<file path="config.mk">
export PLATFORM = sky130hd
export DESIGN_NAME = msk_affine_pipe
export DESIGN_NICKNAME = d
export VERILOG_FILES = /design/src/rtl/msk_affine_pipe.sv
export SDC_FILE = /design/constraint.sdc
export NUM_CORES = 1
export LEC_CHECK = 0
export BUFFER_PORTS_ARGS = -buffer_cell sky130_fd_sc_hd__buf_2
export CAP_MARGIN = 20
export CORE_AREA = 2 2 39 41
export DETAILED_ROUTE_END_ITERATION = 10
export DIE_AREA = 0 0 41 43
export SETUP_SLACK_MARGIN = 0.02
export SLEW_MARGIN = 5
export SYNTH_ARGS = -nofsm -noshare
export SYNTH_HDL_FRONTEND = slang
export SYNTH_SLANG_ARGS = --single-unit
</file>
<file path="constraint.sdc">
create_clock -name clk -period 1.4 [get_ports clk]
set_clock_uncertainty 0.1 [all_clocks]
set_input_delay 0.21 -clock clk [delete_from_list [all_inputs] [get_ports clk]]
set_output_delay 0.21 -clock clk [all_outputs]
set_load 0.01 [all_outputs]
</file>
<file path="src/rtl/msk_affine_pipe.sv">
// Share-wise masked XOR/XNOR/A/NOT-A gate, registered through LAT elastic stages.
// Latency LAT cycles, 1 txn/cycle; stalls ripple back so in_ready drops only when every stage is full.
module msk_affine_pipe #(
  parameter int d     = 2,
  parameter int count = 1,
  parameter int LAT   = 1
) (
  input  logic                 clk,
  input  logic                 rst_n,
  input  logic                 in_valid,
  output logic                 in_ready,
  input  logic [1:0]           op,
  input  logic [count*d-1:0]   ina,
  input  logic [count*d-1:0]   inb,
  output logic                 out_valid,
  input  logic                 out_ready,
  output logic [count*d-1:0]   out
);

  localparam int W = count * d;

  logic [W-1:0]   w_res;
  logic [LAT:0]   w_rdy;
  logic [LAT-1:0] w_src_vld;
  logic [W-1:0]   w_src_dat [LAT];
  logic [LAT-1:0] r_vld;
  logic [W-1:0]   r_dat [LAT];

  // Each share slice only ever sees its own share index; only share 0 takes the inversion.
  for (genvar s = 0; s < d; s++) begin : g_share
    assign w_res[s*count +: count] = ina[s*count +: count]
                                   ^ (inb[s*count +: count] & {count{~op[1]}})
                                   ^ {count{(s == 0) && op[0]}};
  end

  always_comb begin
    w_rdy[LAT] = out_ready;
    for (int k = LAT - 1; k >= 0; k--) begin
      w_rdy[k] = ~r_vld[k] | w_rdy[k+1];
    end
  end

  always_comb begin
    w_src_vld[0] = in_valid;
    w_src_dat[0] = w_res;
    for (int k = 1; k < LAT; k++) begin
      w_src_vld[k] = r_vld[k-1];
      w_src_dat[k] = r_dat[k-1];
    end
  end

  // Data only moves with a valid token, so bubbles never overwrite held data.
  always_ff @(posedge clk or negedge rst_n) begin
    if (!rst_n) begin
      r_vld <= '0;
      for (int k = 0; k < LAT; k++) begin
        r_dat[k] <= '0;
      end
    end else begin
      for (int k = 0; k < LAT; k++) begin
        if (w_rdy[k]) begin
          r_vld[k] <= w_src_vld[k];
          if (w_src_vld[k]) begin
            r_dat[k] <= w_src_dat[k];
          end
        end
      end
    end
  end

  assign in_ready  = w_rdy[0];
  assign out_valid = r_vld[LAT-1];
  assign out       = r_dat[LAT-1];

endmodule

</file>
==> impl_metrics.sql, run 1 <==
INSERT INTO impl_metrics (metric_group, metric, value, unit) VALUES
('detailed_routing', 'vias_per_cell', '3.34', ''),
('power', 'leakagePower', '0.136', 'nW'),
('logic_synthesis', 'synthCells', '13', ''),
('power', 'irDropWorstVdd', '204', 'uV'),
('detailed_routing', 'met1Wirelength', '156', 'um'),
('logic_synthesis', 'synth_top_family_by_area', 'XOR/XNOR gates', ''),
('place', 'routabilityCongestion', '0.538', ''),
('power', 'p_per_area', '1190', 'nW/um2'),
('setup_path', 'timing.critical_path.arrival', '0.86', 'ns'),
('detailed_routing', '1st_iter_drt_viols', '4', ''),
('detailed_routing', 'wl', '363', 'um'),
('logic_synthesis', 'synth.yosys.seq_area_share', '46.9', '%'),
('place', 'dp_hpwl', '314', 'um'),
('floorplanning', 'initial_standard_cell_utilization_of_the_core', '11.6', '%'),
('final_layout', 'fillCellCount', '155', ''),
('timing', 'setup_repair_after_global_routing_missed_its_margin', 'false', ''),
('timing', 'tns', '0', 'ns'),
('place', 'buffer_ports.inserted', '13', ''),
('setup_path', 'critical_path.n_buffers_inverters', '1', ''),
('timing', 'achievable-frequency', '855', 'MHz'),
('clocking', 'postCtsHoldBufs', '1', ''),
('setup_path', 'cpPeakStageDelay', '0.37', 'ns'),
('clocking', 'cts_root_buffer', 'clkbuf_4', ''),
('detailed_routing', 'route.detailed.wl_per_inst', '7.72', 'um'),
('logic_synthesis', 'synth.area.mux_share', '14.1', '%'),
('clocking', 'post_cts_resize_count', '0', ''),
('outcome', 'status', 'complete, no violations', ''),
('clocking', 'cts_setup_buffers', '0', ''),
('setup_path', 'slowest_cp_cell', 'dfrtp_1', ''),
('floorplanning', 'die_height', '43', 'um'),
('logic_synthesis', 'synth-simple-area-share', '18.0', '%'),
('setup_path', 'worstPathMaxFanout', '3', ''),
('clocking', 'cts.sink_count', '3', ''),
('global_route', 'number_of_antenna_violations_at_the_first_check_in_global_routing', '0', ''),
('logic_synthesis', 'synth_warnings', '0', ''),
('global_route', 'grt_overflow', '0', ''),
('final_layout', 'multi_input_comb_area', '85.1', 'um2'),
('clocking', 'tritoncts.num_buffers', '3', ''),
('detailed_routing', 'drc', '0', ''),
('clocking', 'insertion_delay', '0.23', 'ns'),
('detailed_routing', 'final_antenna_net_count', '0', ''),
('detailed_routing', 'top_signal_layer_used', 'met3', ''),
('global_route', 'grt_pass1_wl', '476', 'um'),
('setup_path', 'critical_path_required', '1.09', 'ns'),
('setup_path', 'worst-setup-path-type', 'reg2out', ''),
('timing', 'max_slew_margin', '90.8', '%'),
('floorplanning', 'rows', '14', ''),
('hold_path', 'worst_hold_path_type', 'in2reg', ''),
('final_layout', 'ff_latch_area', '75.1', 'um2'),
('logic_synthesis', 'syn_nets', '23', ''),
('final_layout', 'relative_area_change_from_synthesis_to_final_layout', '75.8', '%'),
('clocking', 'clockBufferDepth', '2', ''),
('global_route', 'globalRouteTotalUtil', '5.13', '%'),
('final_layout', 'layout.cells.most_common', 'buf_2', ''),
('timing', 'fin_crit', '1.17', 'ns'),
('global_route', 'vias_in_the_first_global_route', '141', ''),
('place', 'dpl_cell_area', '245', 'um2'),
('power', 'total_power', '334', 'uW'),
('setup_path', 'cp_cell_sequence', 'nand2b_1, buf_2', ''),
('final_layout', 'mostFrequentLayoutCells', '13 x buf_2, 3 x nand2b_1, 3 x clkbuf_4, 3 x dfrtp_1', ''),
('timing', 'maxSlewViolCount', '0', ''),
('logic_synthesis', 'synth_cell_type_count', '7', ''),
('clocking', 'cts_tree', 'yes', ''),
('detailed_routing', 'wl_met2', '135', 'um'),
('logic_synthesis', 'synth_xor_area_share', '21.1', '%'),
('floorplanning', 'core_region_area', '1380', 'um2'),
('logic_synthesis', 'synthAdderAreaFrac', '0', '%'),
('final_layout', 'final_layout_size_suffix_gt1_share', '61.3', '%'),
('timing', 'post-route-period-util', '83.6', '%'),
('logic_synthesis', 'post_synth_instance_area', '160', 'um2'),
('final_layout', 'num_antenna_cells', '0', '');
-- state kept, by name, indices dropped and copies added, names as in the netlist --
register / flops
out: 2
out_valid: 1
-- stage by stage --
step | instances | utilization (%) | worst slack (ns)
6_report | 47 | 20.3 | 0.230
5_1_grt | 47 | 20.3 | 0.174
4_1_cts | 47 | 20.3 | 0.207
3_5_place_dp | 42 | 17.7 | 0.262
3_3_place_gp | 42 | 17.7 | 0.280
2_1_floorplan | 13 | - | 0.233
-- synth_stat cells --
cell type  count  area [um2]
nor2b_1        1        6.26
xnor2_2        1        16.3
nand2_1        1        3.75
xnor2_1        2        17.5
nand2b_1       3        18.8
mux2_2         2        22.5
dfrtp_1        3        75.1
-- worst reg2reg max path: cells and delay by family (launching register included) --
kind / cells / cell delay, ns
flops: 1 / 0.34
mux: 1 / 0.33
simple gates: 2 / 0.20
-- cells by family (layout without fill, tap and decap cells) --
| logic type | count (synthesis) | count (layout) |
|---|---|---|
| flip-flops | 3 | 3 |
| AND/OR/NAND/NOR | 5 | 5 |
| buffers and inverters | 0 | 18 |
| XOR/XNOR | 3 | 3 |
| multiplexers | 2 | 2 |
-- area by class of cell --
cell class	instances	share of cell area, %
well taps	16	7.11
flip-flops and latches	3	26.7
clock buffers	4	9.33
multi-input cells	10	30.2
repair buffers	14	26.7
-- power breakdown --
group	leakage, nW	internal [mW]	switching [mW]
combinational	0.0870	0.0439	0.0326
sequential	0.0342	0.102	0.00568
clock	0.0150	0.107	0.0428
total	0.136	0.253	0.0811
-- path summary, 6_finish.rpt --
path	slack (ns)	cells after the start	startpoint	endpoint
min in group asynchronous	0.22	2	rst_n	out_valid
worst min register to register	0.39	1	out[0]	out[0]
max in group asynchronous	0.88	2	rst_n	out[0]
worst max register to register	0.31	3	out_valid	out[1]
worst max-delay path	0.23	2	out_valid	in_ready
worst min-delay path	0.10	2	in_valid	out_valid
-- layer usage --
layer,GRT usage [%],up-vias
met2,5.00,14
met3,4.71,0
met1,4.53,67
met5,0,-
li1,-,76
met4,8.00,0
Power figures use the tool's default switching activity.
==> inputs of run 2 (changes only) <==
==> constraint.sdc (replaced) <==
create_clock -name clk -period 1 [get_ports clk]
set_clock_uncertainty 0.1 [all_clocks]
set_input_delay 0.15 -clock clk [delete_from_list [all_inputs] [get_ports clk]]
set_output_delay 0.15 -clock clk [all_outputs]
set_load 0.01 [all_outputs]
==> run 2 against run 1 <==
- the flow now finishes with violations (negative setup slack)
- non-clock buffer count rose by 5
- combinational power rose by 110%
- sequential power rose by 41%
- highest routed layer is now met4
- largest power group unchanged
- global-route usage rose by 1.7 points
- count of clock-buffer cells in the layout is the same
- critical path depth increased by 1
- routed wire length rose by 15%
==> impl_metrics.sql, run 2 (synthesis results as in run 1) <==
INSERT INTO impl_metrics (metric_group, metric, value, unit) VALUES
('place', 'dp_hpwl', '304', 'um'),
('final_layout', 'finish.cell_count_without_fillers', '52', ''),
('detailed_routing', 'wl', '418', 'um'),
('timing', 'post-route-worst-setup-slack', '-0.151', 'ns'),
('detailed_routing', '1st_iter_drt_viols', '0', ''),
('place', 'placed_cells_incl_taps', '43', ''),
('power', 'comb_power_share', '31.2', '%'),
('power', 'power.switching', '127', 'uW'),
('detailed_routing', 'met1Wirelength', '157', 'um'),
('timing', 'post-route-period-util', '115', '%'),
('timing', 'timing.final.setup_violations', '3', ''),
('timing', 'max_slew_margin', '91.5', '%'),
('power', 'clock_share_of_power', '39.9', '%'),
('global_route', 'grt_pass1_wl', '662', 'um'),
('detailed_routing', 'route.detailed.wl_per_inst', '8.04', 'um'),
('power', 'sequentialPowerShare', '28.9', '%'),
('clocking', 'cts-htree-levels', '1', ''),
('detailed_routing', 'final_antenna_net_count', '0', ''),
('global_route', 'grt_overflow', '0', ''),
('place', 'routabilityCongestion', '0.533', ''),
('floorplanning', 'io_pins', '14', ''),
('final_layout', 'layout.cells.most_common', 'buf_2', ''),
('clocking', 'cts.sink_count', '3', ''),
('outcome', 'status', 'finished with violations', ''),
('final_layout', 'ff_latch_area', '75.1', 'um2'),
('flow_run', 'max_cap_violations', '0', ''),
('detailed_routing', 'dr_wl_met3', '83', 'um'),
('timing', 'final-hold-violation-count', '0', ''),
('final_layout', 'final_net_count', '47', ''),
('floorplanning', 'core_region_area', '1380', 'um2'),
('power', 'switching_share', '24.1', '%'),
('final_layout', 'utilization', '24.6', '%'),
('outcome', 'failing_checks', 'negative setup slack', ''),
('setup_path', 'worst-r2r-setup-slack', '-0.14', 'ns'),
('detailed_routing', 'top_signal_layer_used', 'met4', ''),
('clocking', 'tritoncts.num_buffers', '3', ''),
('detailed_routing', 'wl_met2', '169', 'um'),
('setup_path', 'cpPeakStageDelay', '0.36', 'ns'),
('clocking', 'insertion_delay', '0.23', 'ns'),
('timing', 'setup_repair_after_global_routing_missed_its_margin', 'true', ''),
('place', 'buffer_ports.inserted', '13', ''),
('final_layout', 'number_of_flip_flops_in_the_largest_register', '2', ''),
('setup_path', 'timing.critical_path.arrival', '0.90', 'ns'),
('floorplanning', 'area_of_the_die', '1760', 'um2'),
('clocking', 'worst_setup_hold_path_clk_slew', '0.04', 'ns'),
('timing', 'maxSlewViolCount', '0', ''),
('global_route', 'grt_max_degree', '4', ''),
('setup_path', 'worst-setup-path-type', 'reg2out', ''),
('setup_path', 'critical_path_required', '0.75', 'ns'),
('detailed_routing', 'vias_per_cell', '3.40', ''),
('timing', 'worst_pin_slew', '0.127', 'ns'),
('setup_path', 'critical_path.n_buffers_inverters', '2', ''),
('global_route', 'vias_in_the_first_global_route', '177', ''),
('setup_path', 'worstPathMaxFanout', '2', ''),
('final_layout', 'multi_input_comb_area', '100', 'um2'),
('power', 'leakagePower', '0.175', 'nW'),
('global_route', 'globalRouteTotalUtil', '6.84', '%'),
('setup_path', 'critical-path-top-delay-family', 'flip-flops', ''),
('clocking', 'cts_tree', 'yes', ''),
('detailed_routing', 'firstDrtPassIters', '1', ''),
('final_layout', 'final_layout_size_suffix_gt1_share', '69.4', '%'),
('power', 'p_per_area', '1550', 'nW/um2'),
('final_layout', 'relative_area_change_from_synthesis_to_final_layout', '112', '%'),
('timing', 'achievable-frequency', '869', 'MHz'),
('setup_path', 'cp_cell_sequence', 'nand2b_1, buf_4, buf_6', ''),
('final_layout', 'num_antenna_cells', '0', ''),
('clocking', 'clockBufferDepth', '2', ''),
('power', 'irDropWorstVdd', '409', 'uV'),
('clocking', 'cts_root_buffer', 'clkbuf_4', ''),
('floorplanning', 'die_height', '43', 'um'),
('final_layout', 'mostFrequentLayoutCells', '12 x buf_2, 5 x buf_4, 3 x nand2b_1, 3 x clkbuf_4, 3 x dfrtp_1', ''),
('floorplanning', 'rows', '14', ''),
('floorplanning', 'fp.dieW', '41', 'um'),
('setup_path', 'worst_setup_path_end_kind', 'output pin', ''),
('hold_path', 'worst_hold_path_type', 'in2reg', ''),
('setup_path', 'critical_path_launch_point_type', 'flop', ''),
('floorplanning', 'initial_standard_cell_utilization_of_the_core', '11.6', '%'),
('global_route', 'number_of_antenna_violations_at_the_first_check_in_global_routing', '0', ''),
('detailed_routing', 'drc', '0', ''),
('power', 'intPower', '399', 'uW'),
('final_layout', 'fillCellCount', '153', ''),
('detailed_routing', 'via_count', '177', ''),
('setup_path', 'slowest_cp_cell', 'dfrtp_1', ''),
('timing', 'fin_crit', '1.15', 'ns');
[run 2: timing repair]
item	4_1_cts	5_1_grt
buffers inserted	4	0
setup endpoints to repair	6	7
hold buffers	1	0
endpoints found under the hold margin	3	0
resized for setup	5	0
pin swaps	1	0
[run 2: per-stage QoR]
stage	setup slack (ns)	instance area [um2]	total power [mW]	setup TNS (ns)	hold WS, ns
after detailed placement	-0.0452	253	0.262	-0.0904	-0.151
after global routing	-0.222	340	0.570	-0.682	0.0579
after CTS	-0.164	340	0.543	-0.447	0.0525
final	-0.151	340	0.526	-0.438	0.0649
after floorplan	-0.158	160	0.208	-0.315	-0.246
after global placement	-0.0391	253	0.260	-0.0768	-0.152
[run 2: cell type report]
| type | instances | share of cell area [%] |
|---|---|---|
| Timing Repair Buffer | 19 | 34.9 |
| Multi-Input combinational cell | 10 | 29.4 |
| Sequential cell | 3 | 22.1 |
| Clock buffer | 4 | 7.72 |
| Tap cell | 16 | 5.88 |
[run 2: path summary, 6_finish.rpt]
path	start	end	cells after the start
worst min-delay path	in_valid	out_valid	2
worst max register to register	out_valid	out[0]	4
worst min register to register	out[1]	out[1]	2
min in group asynchronous	rst_n	out_valid	2
max in group asynchronous	rst_n	out[0]	2
worst max-delay path	out_valid	in_ready	3
[run 2: per-layer routing]
layer | track usage, % | vias to the layer above
met4 | 8.00 | 0
li1 | - | 87
met1 | 6.15 | 74
met3 | 7.33 | 2
met5 | 0 | -
met2 | 7.19 | 14
[run 2: power groups by stage]
stage / clock (mW) / sequential [mW] / combinational [mW]
finish: 0.210 / 0.152 / 0.164
global route: 0.237 / 0.154 / 0.179
CTS: 0.225 / 0.152 / 0.165
detailed placement: 0 / 0.154 / 0.108
global placement: 0 / 0.154 / 0.106
floorplan: 0 / 0.164 / 0.0437
[run 2: worst register-to-register path, stage by stage, from the launching register on]
cell	delay [ns]
dfrtp_1	0.36
nand2b_1	0.10
buf_4	0.13
nand2_4	0.05
mux2_4	0.29
